## config.mk

```make
export PLATFORM = sky130hd
export DESIGN_NAME = systolic_ctrl
export DESIGN_NICKNAME = d
export VERILOG_FILES = /design/src/rtl/systolic_pkg.sv /design/src/rtl/skew_line.sv /design/src/rtl/systolic_ctrl.sv
export SDC_FILE = /design/constraint.sdc
export NUM_CORES = 1
export LEC_CHECK = 0
export BUFFER_PORTS_ARGS = -buffer_cell sky130_fd_sc_hd__clkbuf_2
export CORE_MARGIN = 4
export CORE_UTILIZATION = 40
export CTS_BUF_LIST = sky130_fd_sc_hd__clkbuf_8
export DETAILED_ROUTE_END_ITERATION = 10
export GPL_TIMING_DRIVEN = 0
export PLACE_DENSITY = 0.6
export SLEW_MARGIN = 10
export SYNTH_ARGS = -nofsm -noshare
export SYNTH_HDL_FRONTEND = slang
export SYNTH_SLANG_ARGS = --single-unit
```

## constraint.sdc

```tcl
create_clock -name clk_in -period 3.72 [get_ports clk_in]
set_input_delay 0.372 -clock clk_in [delete_from_list [all_inputs] [get_ports clk_in]]
set_output_delay 0.372 -clock clk_in [all_outputs]
set_load 0.01 [all_outputs]
```

## src/rtl/systolic_pkg.sv

```systemverilog
// Shared types and defaults for the systolic array sequencer.
package systolic_pkg;

    localparam int DEF_WIDTH = 8;
    localparam int DEF_ROW   = 3;
    localparam int DEF_COL   = 3;
    localparam int DEF_VEC_W = 8;

    typedef enum logic [2:0] {
        IDLE   = 3'd0,
        LOAD_W = 3'd1,
        STREAM = 3'd2,
        DRAIN  = 3'd3,
        DONE   = 3'd4
    } state_t;

    // Cycles from a feature handshake to its result at the array's bottom edge.
    function automatic int lat(input int row, input int col);
        return row + col;
    endfunction

endpackage

```

## src/rtl/skew_line.sv

```systemverilog
// Resettable DEPTH-stage delay line for one feature lane of the systolic array.
module skew_line #(
    parameter int DEPTH = 1,
    parameter int WIDTH = 8
) (
    input  logic             clk_in,
    input  logic             rst_in,
    input  logic [WIDTH-1:0] lane_d,
    output logic [WIDTH-1:0] lane_q
);

    logic [WIDTH-1:0] stage_r [DEPTH];

    // Shift one stage per cycle; stage 0 takes the newly pushed lane value.
    always_ff @(posedge clk_in or posedge rst_in) begin
        if (rst_in) begin
            for (int i = 0; i < DEPTH; i++) begin
                stage_r[i] <= '0;
            end
        end else begin
            stage_r[0] <= lane_d;
            for (int i = 1; i < DEPTH; i++) begin
                stage_r[i] <= stage_r[i-1];
            end
        end
    end

    assign lane_q = stage_r[DEPTH-1];

endmodule

```

## src/rtl/systolic_ctrl.sv

```systemverilog
// Weight-stationary systolic array sequencer: weight load, skewed feature stream, drain.
// Optional perf counters are enabled by defining SYSTOLIC_CTRL_PERF_EN.
module systolic_ctrl
    import systolic_pkg::*;
#(
    parameter int WIDTH = DEF_WIDTH,
    parameter int ROW   = DEF_ROW,
    parameter int COL   = DEF_COL,
    parameter int VEC_W = DEF_VEC_W
) (
    input  logic                 clk_in,
    input  logic                 rst_in,
    input  logic                 start_in,
    input  logic [VEC_W-1:0]     num_vecs_in,
    output logic                 busy_out,
    output logic                 done_out,
    input  logic                 w_valid_in,
    output logic                 w_ready_out,
    input  logic [ROW*WIDTH-1:0] w_data_in,
    input  logic                 f_valid_in,
    output logic                 f_ready_out,
    input  logic [ROW*WIDTH-1:0] f_data_in,
    output logic                 arr_ctrl_out,
    output logic [ROW*WIDTH-1:0] arr_weight_out,
    output logic [ROW*WIDTH-1:0] arr_feature_out,
    output logic                 res_valid_out
`ifdef SYSTOLIC_CTRL_PERF_EN
    ,
    output logic [31:0]          perf_busy_cyc_out,
    output logic [15:0]          perf_bubble_cyc_out
`endif
);

    localparam int LAT     = lat(ROW, COL);
    localparam int BEAT_W  = $clog2(COL) + 1;
    localparam int DRAIN_W = $clog2(LAT) + 1;
    localparam logic [BEAT_W-1:0]  LAST_BEAT  = BEAT_W'(COL - 1);
    localparam logic [DRAIN_W-1:0] LAST_DRAIN = DRAIN_W'(LAT - 1);

    state_t               state_r;
    logic [VEC_W-1:0]     nv_r;
    logic [VEC_W-1:0]     vec_cnt_r;
    logic [BEAT_W-1:0]    beat_cnt_r;
    logic [DRAIN_W-1:0]   drain_cnt_r;
    logic [LAT-1:0]       vld_pipe_r;
    logic                 w_hs_s;
    logic                 f_hs_s;
    logic [VEC_W:0]       vec_next_s;
    logic [ROW*WIDTH-1:0] lane_in_s;

    assign w_hs_s     = w_valid_in & w_ready_out;
    assign f_hs_s     = f_valid_in & f_ready_out;
    assign vec_next_s = {1'b0, vec_cnt_r} + (VEC_W+1)'(1);

    // Tile sequencer; handshake readies are registered alongside the state they belong to.
    always_ff @(posedge clk_in or posedge rst_in) begin
        if (rst_in) begin
            state_r        <= IDLE;
            nv_r           <= '0;
            vec_cnt_r      <= '0;
            beat_cnt_r     <= '0;
            drain_cnt_r    <= '0;
            busy_out       <= 1'b0;
            done_out       <= 1'b0;
            w_ready_out    <= 1'b0;
            f_ready_out    <= 1'b0;
            arr_ctrl_out   <= 1'b0;
            arr_weight_out <= '0;
        end else begin
            case (state_r)
                IDLE: begin
                    arr_ctrl_out <= 1'b0;
                    if (start_in) begin
                        state_r     <= LOAD_W;
                        nv_r        <= num_vecs_in;
                        beat_cnt_r  <= '0;
                        busy_out    <= 1'b1;
                        w_ready_out <= 1'b1;
                    end
                end
                LOAD_W: begin
                    // Shift mode holds through stalls; only accepted beats move the weight register.
                    arr_ctrl_out <= 1'b1;
                    if (w_hs_s) begin
                        arr_weight_out <= w_data_in;
                        beat_cnt_r     <= beat_cnt_r + BEAT_W'(1);
                        if (beat_cnt_r == LAST_BEAT) begin
                            w_ready_out <= 1'b0;
                            if (nv_r == '0) begin
                                state_r     <= DRAIN;
                                drain_cnt_r <= '0;
                            end else begin
                                state_r     <= STREAM;
                                f_ready_out <= 1'b1;
                                vec_cnt_r   <= '0;
                            end
                        end
                    end
                end
                STREAM: begin
                    arr_ctrl_out <= 1'b0;
                    if (f_hs_s) begin
                        vec_cnt_r <= vec_next_s[VEC_W-1:0];
                        if (vec_next_s == {1'b0, nv_r}) begin
                            state_r     <= DRAIN;
                            f_ready_out <= 1'b0;
                            drain_cnt_r <= '0;
                        end
                    end
                end
                DRAIN: begin
                    arr_ctrl_out <= 1'b0;
                    drain_cnt_r  <= drain_cnt_r + DRAIN_W'(1);
                    if (drain_cnt_r == LAST_DRAIN) begin
                        state_r  <= DONE;
                        done_out <= 1'b1;
                    end
                end
                DONE: begin
                    state_r  <= IDLE;
                    done_out <= 1'b0;
                    busy_out <= 1'b0;
                end
                default: begin
                    state_r      <= IDLE;
                    busy_out     <= 1'b0;
                    done_out     <= 1'b0;
                    w_ready_out  <= 1'b0;
                    f_ready_out  <= 1'b0;
                    arr_ctrl_out <= 1'b0;
                end
            endcase
        end
    end

    // Bubbles and drain cycles push zeros so lanes stay correctly spaced.
    always_comb begin
        if (f_hs_s) begin
            lane_in_s = f_data_in;
        end else begin
            lane_in_s = '0;
        end
    end

    // Result-valid tracks each pushed vector through the full array latency.
    always_ff @(posedge clk_in or posedge rst_in) begin
        if (rst_in) begin
            vld_pipe_r <= '0;
        end else begin
            vld_pipe_r <= {vld_pipe_r[LAT-2:0], f_hs_s};
        end
    end

    assign res_valid_out = vld_pipe_r[LAT-1];

    for (genvar r = 0; r < ROW; r++) begin : g_lane
        skew_line #(
            .DEPTH (r + 1),
            .WIDTH (WIDTH)
        ) u_skew (
            .clk_in (clk_in),
            .rst_in (rst_in),
            .lane_d (lane_in_s[r*WIDTH +: WIDTH]),
            .lane_q (arr_feature_out[r*WIDTH +: WIDTH])
        );
    end

`ifdef SYSTOLIC_CTRL_PERF_EN
    // Saturating activity counters, restarted by every accepted tile.
    always_ff @(posedge clk_in or posedge rst_in) begin
        if (rst_in) begin
            perf_busy_cyc_out   <= 32'd0;
            perf_bubble_cyc_out <= 16'd0;
        end else if ((state_r == IDLE) && start_in) begin
            perf_busy_cyc_out   <= 32'd0;
            perf_bubble_cyc_out <= 16'd0;
        end else begin
            if (busy_out && (perf_busy_cyc_out != 32'hFFFF_FFFF)) begin
                perf_busy_cyc_out <= perf_busy_cyc_out + 32'd1;
            end
            if ((state_r == STREAM) && !f_hs_s && (perf_bubble_cyc_out != 16'hFFFF)) begin
                perf_bubble_cyc_out <= perf_bubble_cyc_out + 16'd1;
            end
        end
    end
`endif

endmodule

```

Word-level counts from Yosys, hierarchy flattened
Cells that the tools add are included.
{"block": "classes", "mux": 37, "eq_ne": 15, "bitwise": 6, "n_reduce_logical": 19, "addsub": 3}
{"operator": "$mux W8", "n": 4}
{"operator": "$mux W24", "n": 1}
{"operator": "$mux W3", "n": 8}
{"operator": "$mux W4", "n": 5}
{"operator": "$reduce_and A6 Y1", "n": 3}
{"operator": "$ne A2 B2 Y1 const B", "n": 8}
{"operator": "$pmux W8 S2", "n": 1}
{"operator": "$pmux W3 S4", "n": 1}
{"operator": "$pmux W4 S3", "n": 1}
{"operator": "$reduce_or A3 Y1", "n": 4}
{"operator": "$mux W1", "n": 10}
{"operator": "$add A8 B1 Y9 const B", "n": 1}
{"operator": "$eq A3 B2 Y1 const B", "n": 3}
{"operator": "$eq A9 B8 Y1", "n": 1}
{"operator": "$logic_not A8 Y1", "n": 1}
{"operator": "$reduce_and A2 Y1", "n": 4}
{"operator": "$pmux W1 S2", "n": 3}
{"operator": "$pmux W1 S3", "n": 2}
{"operator": "$pmux W3 S2", "n": 1}
{"operator": "$reduce_and A5 Y1", "n": 1}
{"operator": "$add A4 B1 Y4 const B", "n": 1}
{"operator": "$eq A4 B3 Y1 const B", "n": 1}
{"operator": "$not A1 Y1", "n": 4}
{"operator": "$reduce_and A4 Y1", "n": 1}
{"operator": "8 further kinds", "n": 10}
{"block": "totals", "output_inout_bits": 54, "reg_bits": 109}

Logic depth before layout (Yosys ltp)
{"block": "logic_depth", "ltp_word": 5, "mapped_depth": 7}

By module
Synthesis repeated with hierarchy kept, for this count alone.
{"block": "unflattened", "hier_cells": 339, "area_unflattened_um2": 4339.2}
{"mod": "systolic_ctrl", "area_each_um2": 3006.6, "n_inst": 1, "seq_area_each_um2": 1526.5, "cells_each": 272}
{"mod": "skew_line (g_lane[2].u_skew)", "area_each_um2": 664.4, "n_inst": 1, "seq_area_each_um2": 600.6, "cells_each": 33}
{"mod": "skew_line (g_lane[1].u_skew)", "area_each_um2": 464.2, "n_inst": 1, "seq_area_each_um2": 400.4, "cells_each": 25}
{"mod": "skew_line (g_lane[0].u_skew)", "area_each_um2": 203.9, "n_inst": 1, "seq_area_each_um2": 200.2, "cells_each": 9}

Worst setup path before layout
No wires, ideal clock.
{"block": "synth_path", "path_kind": "register to register", "startpoint": "register vec_cnt_r[0]", "endpoint": "register drain_cnt_r[2]", "t_arrival_ps": 1649, "stages_incl_launch_ff": 7, "synth_period_minus_slack_ps": 1785, "setup_time_ps": 136, "path_slack_ps": 1935, "path_cell_list": "dfrtp_1 > ha_1 > xor2_1 > a211oi_1 > o21ai_1 > nor4_4 > o21ai_0"}
{"block": "synth_via", "elab_chain_cells": 4}
{"element": "start, declared", "line_no": "systolic_ctrl.sv:42", "source": "logic [VEC_W-1:0] vec_cnt_r;"}
{"element": "start signal, assigned", "line_no": "systolic_ctrl.sv:103", "source": "vec_cnt_r <= vec_next_s[VEC_W-1:0];"}
{"element": "$add A8 B1 Y9", "line_no": "systolic_ctrl.sv:53", "source": "assign vec_next_s = {1'b0, vec_cnt_r} + (VEC_W+1)'(1);"}
{"element": "$eq A9 B8 Y1", "line_no": "systolic_ctrl.sv:104", "source": "if (vec_next_s == {1'b0, nv_r}) begin"}
{"element": "$ne A2 B2 Y1 (no line)"}
{"element": "$reduce_and A6 Y1 (no line)"}
{"element": "end signal, assigned", "line_no": "systolic_ctrl.sv:113", "source": "drain_cnt_r <= drain_cnt_r + DRAIN_W'(1);"}
{"element": "end, declared", "line_no": "systolic_ctrl.sv:44", "source": "logic [DRAIN_W-1:0] drain_cnt_r;"}
No other way between the ends.
A chain may end at the register's enable or synchronous reset.

Worst setup path after layout
Same ends and word-level chain as after synthesis.

==> results.md <==
Pwr:
- Per report_power, the clock group accounts for 17.5% of the total.
- Across the VDD grid, the largest voltage drop is 304 uV.
- Registers are responsible for 46.1% of the overall power.
- The internal power of the cells is 2.49 mW.
- The switching power total is 1.32 mW.
- The net switching fraction of the power is 34.7%.
- The fraction of power consumed by combinational cells is 36.4%.
- The standby leakage power is 2.70 nW.
- In this run the power density over the cells is 704 mW/mm^2.

Logic synthesis:
- In this run the biggest area consumer among cell types represents 61.1% of the synthesized area.
- The cell type contributing the most total cell area after synthesis is sky130_fd_sc_hd__dfrtp_1.
- The number of flops mapped to enable cells by yosys is 0.
- After synthesis, the cell types taking the most area are sky130_fd_sc_hd__dfrtp_1, sky130_fd_sc_hd__mux2_2, sky130_fd_sc_hd__and3_1.
- For this run, asynchronously set or reset flops after synthesis account for 100%.
- The number of register bits inferred by synthesis is 109.
- Of the synthesized area, sequential elements account for 61.1%.
- Yosys mapped the design onto 54 distinct sky130hd cell types.
- The post-synthesis net count is 413.
- The most used flip-flop cell after synthesis is sky130_fd_sc_hd__dfrtp_1.
- The number of standard cells after synthesis is 347.
- The synthesized area per cell is 12.9 sq um.
- The Yosys step of the flow raised 0 warnings.
- The cell area that synthesis handed to floorplanning was 0.00446 sq mm.

Global route:
- The overall overflow remaining after global route is 0.
- The first global-routing pass estimated 15,000 um of wire.
- The number of global-route vias before repair is 3,049.
- The combined global-route utilization of all metal layers is 14.4%.
- The number of antenna violations at the first check in global routing was 0.
- Entering global routing, the biggest net connects 60 pins.

Clock tree:
- After clock tree synthesis, the setup repair step added 0 buffers.
- The count of hold-fix buffers inserted at cts is 0.
- The buffer depth of the longest clock path is 2.
- TritonCTS built the clock tree.
- The number of sinks handled by clock tree synthesis is 109.
- Once the clock tree was built, the resizer swapped 0 gates to a different size.
- The CTS buffer count is 9.
- Clock-pin slew was measured on the worst setup and hold paths at 0.11 ns.
- The H-tree depth is 3.
- The library cell used as clock root buffer is sky130_fd_sc_hd__clkbuf_8.
- Clock latency on the worst-skew pair, taken at its later pin, is 0.36 ns.

Worst setup path:
- STA puts the critical path data arrival time at 2.35 ns.
- The nature of the critical path startpoint is a flip-flop.
- The worst setup path is captured at a flip-flop.
- In this run the critical register-to-register path is launched from vec_cnt_r[0].
- The number of cells on the worst reg-to-reg path is 6.
- The critical path is of the flip-flop to flip-flop type.
- The worst-case register-to-register setup slack is 1.61 ns.
- Of all nets on the critical path, the largest fanout is 6.
- The capture point of the worst reg-to-reg path is drain_cnt_r[2].
- STA puts the critical path data required time at 3.96 ns.

Final layout:
- The number of nets in the layout is 539.
- In the layout the commonest cells are sky130_fd_sc_hd__clkbuf_2, sky130_fd_sc_hd__dfrtp_1, sky130_fd_sc_hd__mux2_2.
- The count of cells in the finished layout, fillers not included, comes to 617.
- The number of antenna diodes in the final layout is 0.
- At the end of the flow the core is filled with cells to 49.8%.
- Cells with a size suffix above 1 make up 42.6% of the layout.
- From synthesis to final layout, the design area changed by 21.4%.
- The most frequent standard cell in the layout excluding fill and tap cells is sky130_fd_sc_hd__clkbuf_2.

Timing:
- Setup repair after global routing left no endpoint under its margin.
- The number of hold-slack violations in the final timing report is 0.
- The tightest hold path in the finished design has a slack of 0.0233 ns.
- The number of pins with negative max-slew slack in the final report came to 0.
- The final setup slack of the worst path is 1.61 ns.
- The total negative setup slack is 0 ns.
- Setup violations remaining at the end of the flow were counted as 0.
- On the final layout, the worst clock skew is 0.00916 ns.
- The relative slew slack is 45.8%.
- At the pin with the least slew margin, the transition time is 0.809 ns.
- The routed design could run at a clock period as short as 2.11 ns.
- The post-route fraction of the period consumed by the critical path is 56.8%.
- For this run, the top clock speed supported by timing is 0.473 GHz.

Min path:
- In this run the worst hold path is classified as input port to asynchronous set/reset pin.

Floorplan:
- The initial utilization of the core area, before any placement, comes to 41.0%.
- In this run the core area contains 38 standard-cell rows.
- The width of the chip is 114 um.
- The vertical extent of the die is 114 um.
- The floorplan step defined a die boundary enclosing 0.0129 sq mm.
- The standard cell core area is 0.0109 sq mm.
- Pin placement for this block handled 115 I/O pins.

Routing:
- The aggregate routed wire length is 8790 um.
- Using the TritonRoute via totals, the vias-per-cell ratio works out to 4.83.
- The remaining antenna violation count is 0.
- In the final routed layout, each cell accounts on average for 14.2 um.
- The count of unresolved DRC violations after routing is 0.
- The final route contains 2,983 vias.
- The number of violations reported at the end of detailed-routing iteration 0 is 119.
- Before antenna repair, the detailed router went through 4 iterations.

Placed design:
- Timing analysis after detailed placement gives a worst setup slack of 1.61 ns.
- The weighted congestion reported at the end of routability-driven placement is 0.820.
- The count of buffers added on input and output ports is 114.
- Including well taps, the total number of placed cells is 602.
- The estimated wirelength of the detail-placed design is 6450 um.

Run status:
- The flow ran to the end, and the final reports show no timing, DRC or antenna violations.

Job:
- Across the run, the number of max-cap violations was 0.
## routing by layer
layer | global-route usage, % | wire length [um] | vias to the layer above
met5 | 0 | 0 | -
met4 | 5.53 | 155 | 0
met3 | 2.18 | 303 | 13
met2 | 23.9 | 4400 | 58
met1 | 19.2 | 3930 | 1451
li1 | - | - | 1461
## through the flow
| step | power [mW] | cell area (sq um) |
|---|---|---|
| floorplan | 2.73 | 4460 |
| global placement | 3.16 | 5210 |
| detailed placement | 3.20 | 5240 |
| CTS | 3.88 | 5420 |
| global route | 4.11 | 5420 |
| finish | 3.82 | 5420 |
## power groups by stage
stage	Sequential (mW)	Clock (mW)	Combinational [mW]
floorplan	1.84	0	0.900
global placement	1.77	0	1.38
detailed placement	1.79	0	1.41
CTS	1.76	0.700	1.42
global route	1.81	0.755	1.55
finish	1.76	0.667	1.39
## worst max-delay path, cell delays in order, from the launching register on
cell and delay (ns):
sky130_fd_sc_hd__dfrtp_1 0.45, sky130_fd_sc_hd__ha_1 0.35, sky130_fd_sc_hd__xor2_1 0.17, sky130_fd_sc_hd__a211oi_1 0.31, sky130_fd_sc_hd__o21ai_1 0.17, sky130_fd_sc_hd__nor4_4 0.40
sky130_fd_sc_hd__o21ai_0 0.15
## worst max-delay path by stage
stage,start,endpoint,slack [ns],cells after the start
after detailed placement,vec_cnt_r[0],drain_cnt_r[2],1.61,6
after global routing,vec_cnt_r[0],drain_cnt_r[3],1.48,6
after CTS,vec_cnt_r[0],drain_cnt_r[2],1.60,6
after global placement,rst_in,arr_weight_out[4],-0.73,2
final,vec_cnt_r[0],drain_cnt_r[2],1.61,6
after floorplan,rst_in,arr_ctrl_out,0.47,1
## layout make-up
cell class | instances | area (sq um)
Inverter | 8 | 35.0
Tap cell | 140 | 175
Sequential cell | 109 | 2730
Buffer | 34 | 254
Clock inverter | 6 | 53.8
Timing Repair Buffer | 115 | 598
Clock buffer | 9 | 124
Multi-Input combinational cell | 196 | 1450
Fill cell | 1010 | 5470
## synth_stat cells, types with 2 or more instances
cell	number
sky130_fd_sc_hd__nor3_1	3
sky130_fd_sc_hd__and3_1	26
sky130_fd_sc_hd__inv_1	8
sky130_fd_sc_hd__o21a_1	2
sky130_fd_sc_hd__dfrtp_1	109
sky130_fd_sc_hd__a21oi_1	7
sky130_fd_sc_hd__nor2_1	14
sky130_fd_sc_hd__mux2_2	32
sky130_fd_sc_hd__buf_4	18
sky130_fd_sc_hd__a21o_1	3
sky130_fd_sc_hd__nand2_1	14
sky130_fd_sc_hd__buf_2	5
sky130_fd_sc_hd__o41ai_1	2
sky130_fd_sc_hd__clkbuf_8	3
sky130_fd_sc_hd__o211ai_1	3
sky130_fd_sc_hd__xnor2_1	3
sky130_fd_sc_hd__clkbuf_1	5
sky130_fd_sc_hd__nand4b_1	4
sky130_fd_sc_hd__buf_6	3
sky130_fd_sc_hd__nor2b_1	5
sky130_fd_sc_hd__nand3_1	6
sky130_fd_sc_hd__nor4_1	2
sky130_fd_sc_hd__a31oi_1	5
sky130_fd_sc_hd__nand2b_1	3
sky130_fd_sc_hd__a2bb2oi_1	2
sky130_fd_sc_hd__ha_1	5
sky130_fd_sc_hd__o21ai_1	2
sky130_fd_sc_hd__o21ai_0	13
sky130_fd_sc_hd__nand3b_1	2
sky130_fd_sc_hd__xor2_1	4
sky130_fd_sc_hd__a22oi_1	2
sky130_fd_sc_hd__o31ai_1	9
sky130_fd_sc_hd__a211oi_2	2
## logic make-up (layout without fill, tap and decap cells)
| group | Yosys count | count (layout) | synth area share, % |
|---|---|---|---|
| buffers and inverters | 42 | 172 | 6.36 |
| multiplexers | 32 | 32 | 8.07 |
| flip-flops | 109 | 109 | 61.1 |
| adder cells (fa/ha/maj) | 5 | 5 | 1.40 |
| XOR/XNOR | 7 | 7 | 1.37 |
| AO/OA/AOI/OAI | 61 | 61 | 9.53 |
| AND/OR/NAND/NOR | 91 | 91 | 12.1 |
## registers in the layout (all words and copies together), names as in the netlist, 3 cells and up
signal,flops
arr_weight_out,24
g_lane.u_skew.lane_q,24
g_lane.u_skew.stage_r,24
nv_r,8
vec_cnt_r,8
vld_pipe_r,6
drain_cnt_r,4
beat_cnt_r,3
state_r,3
Power figures use the tool's default switching activity.
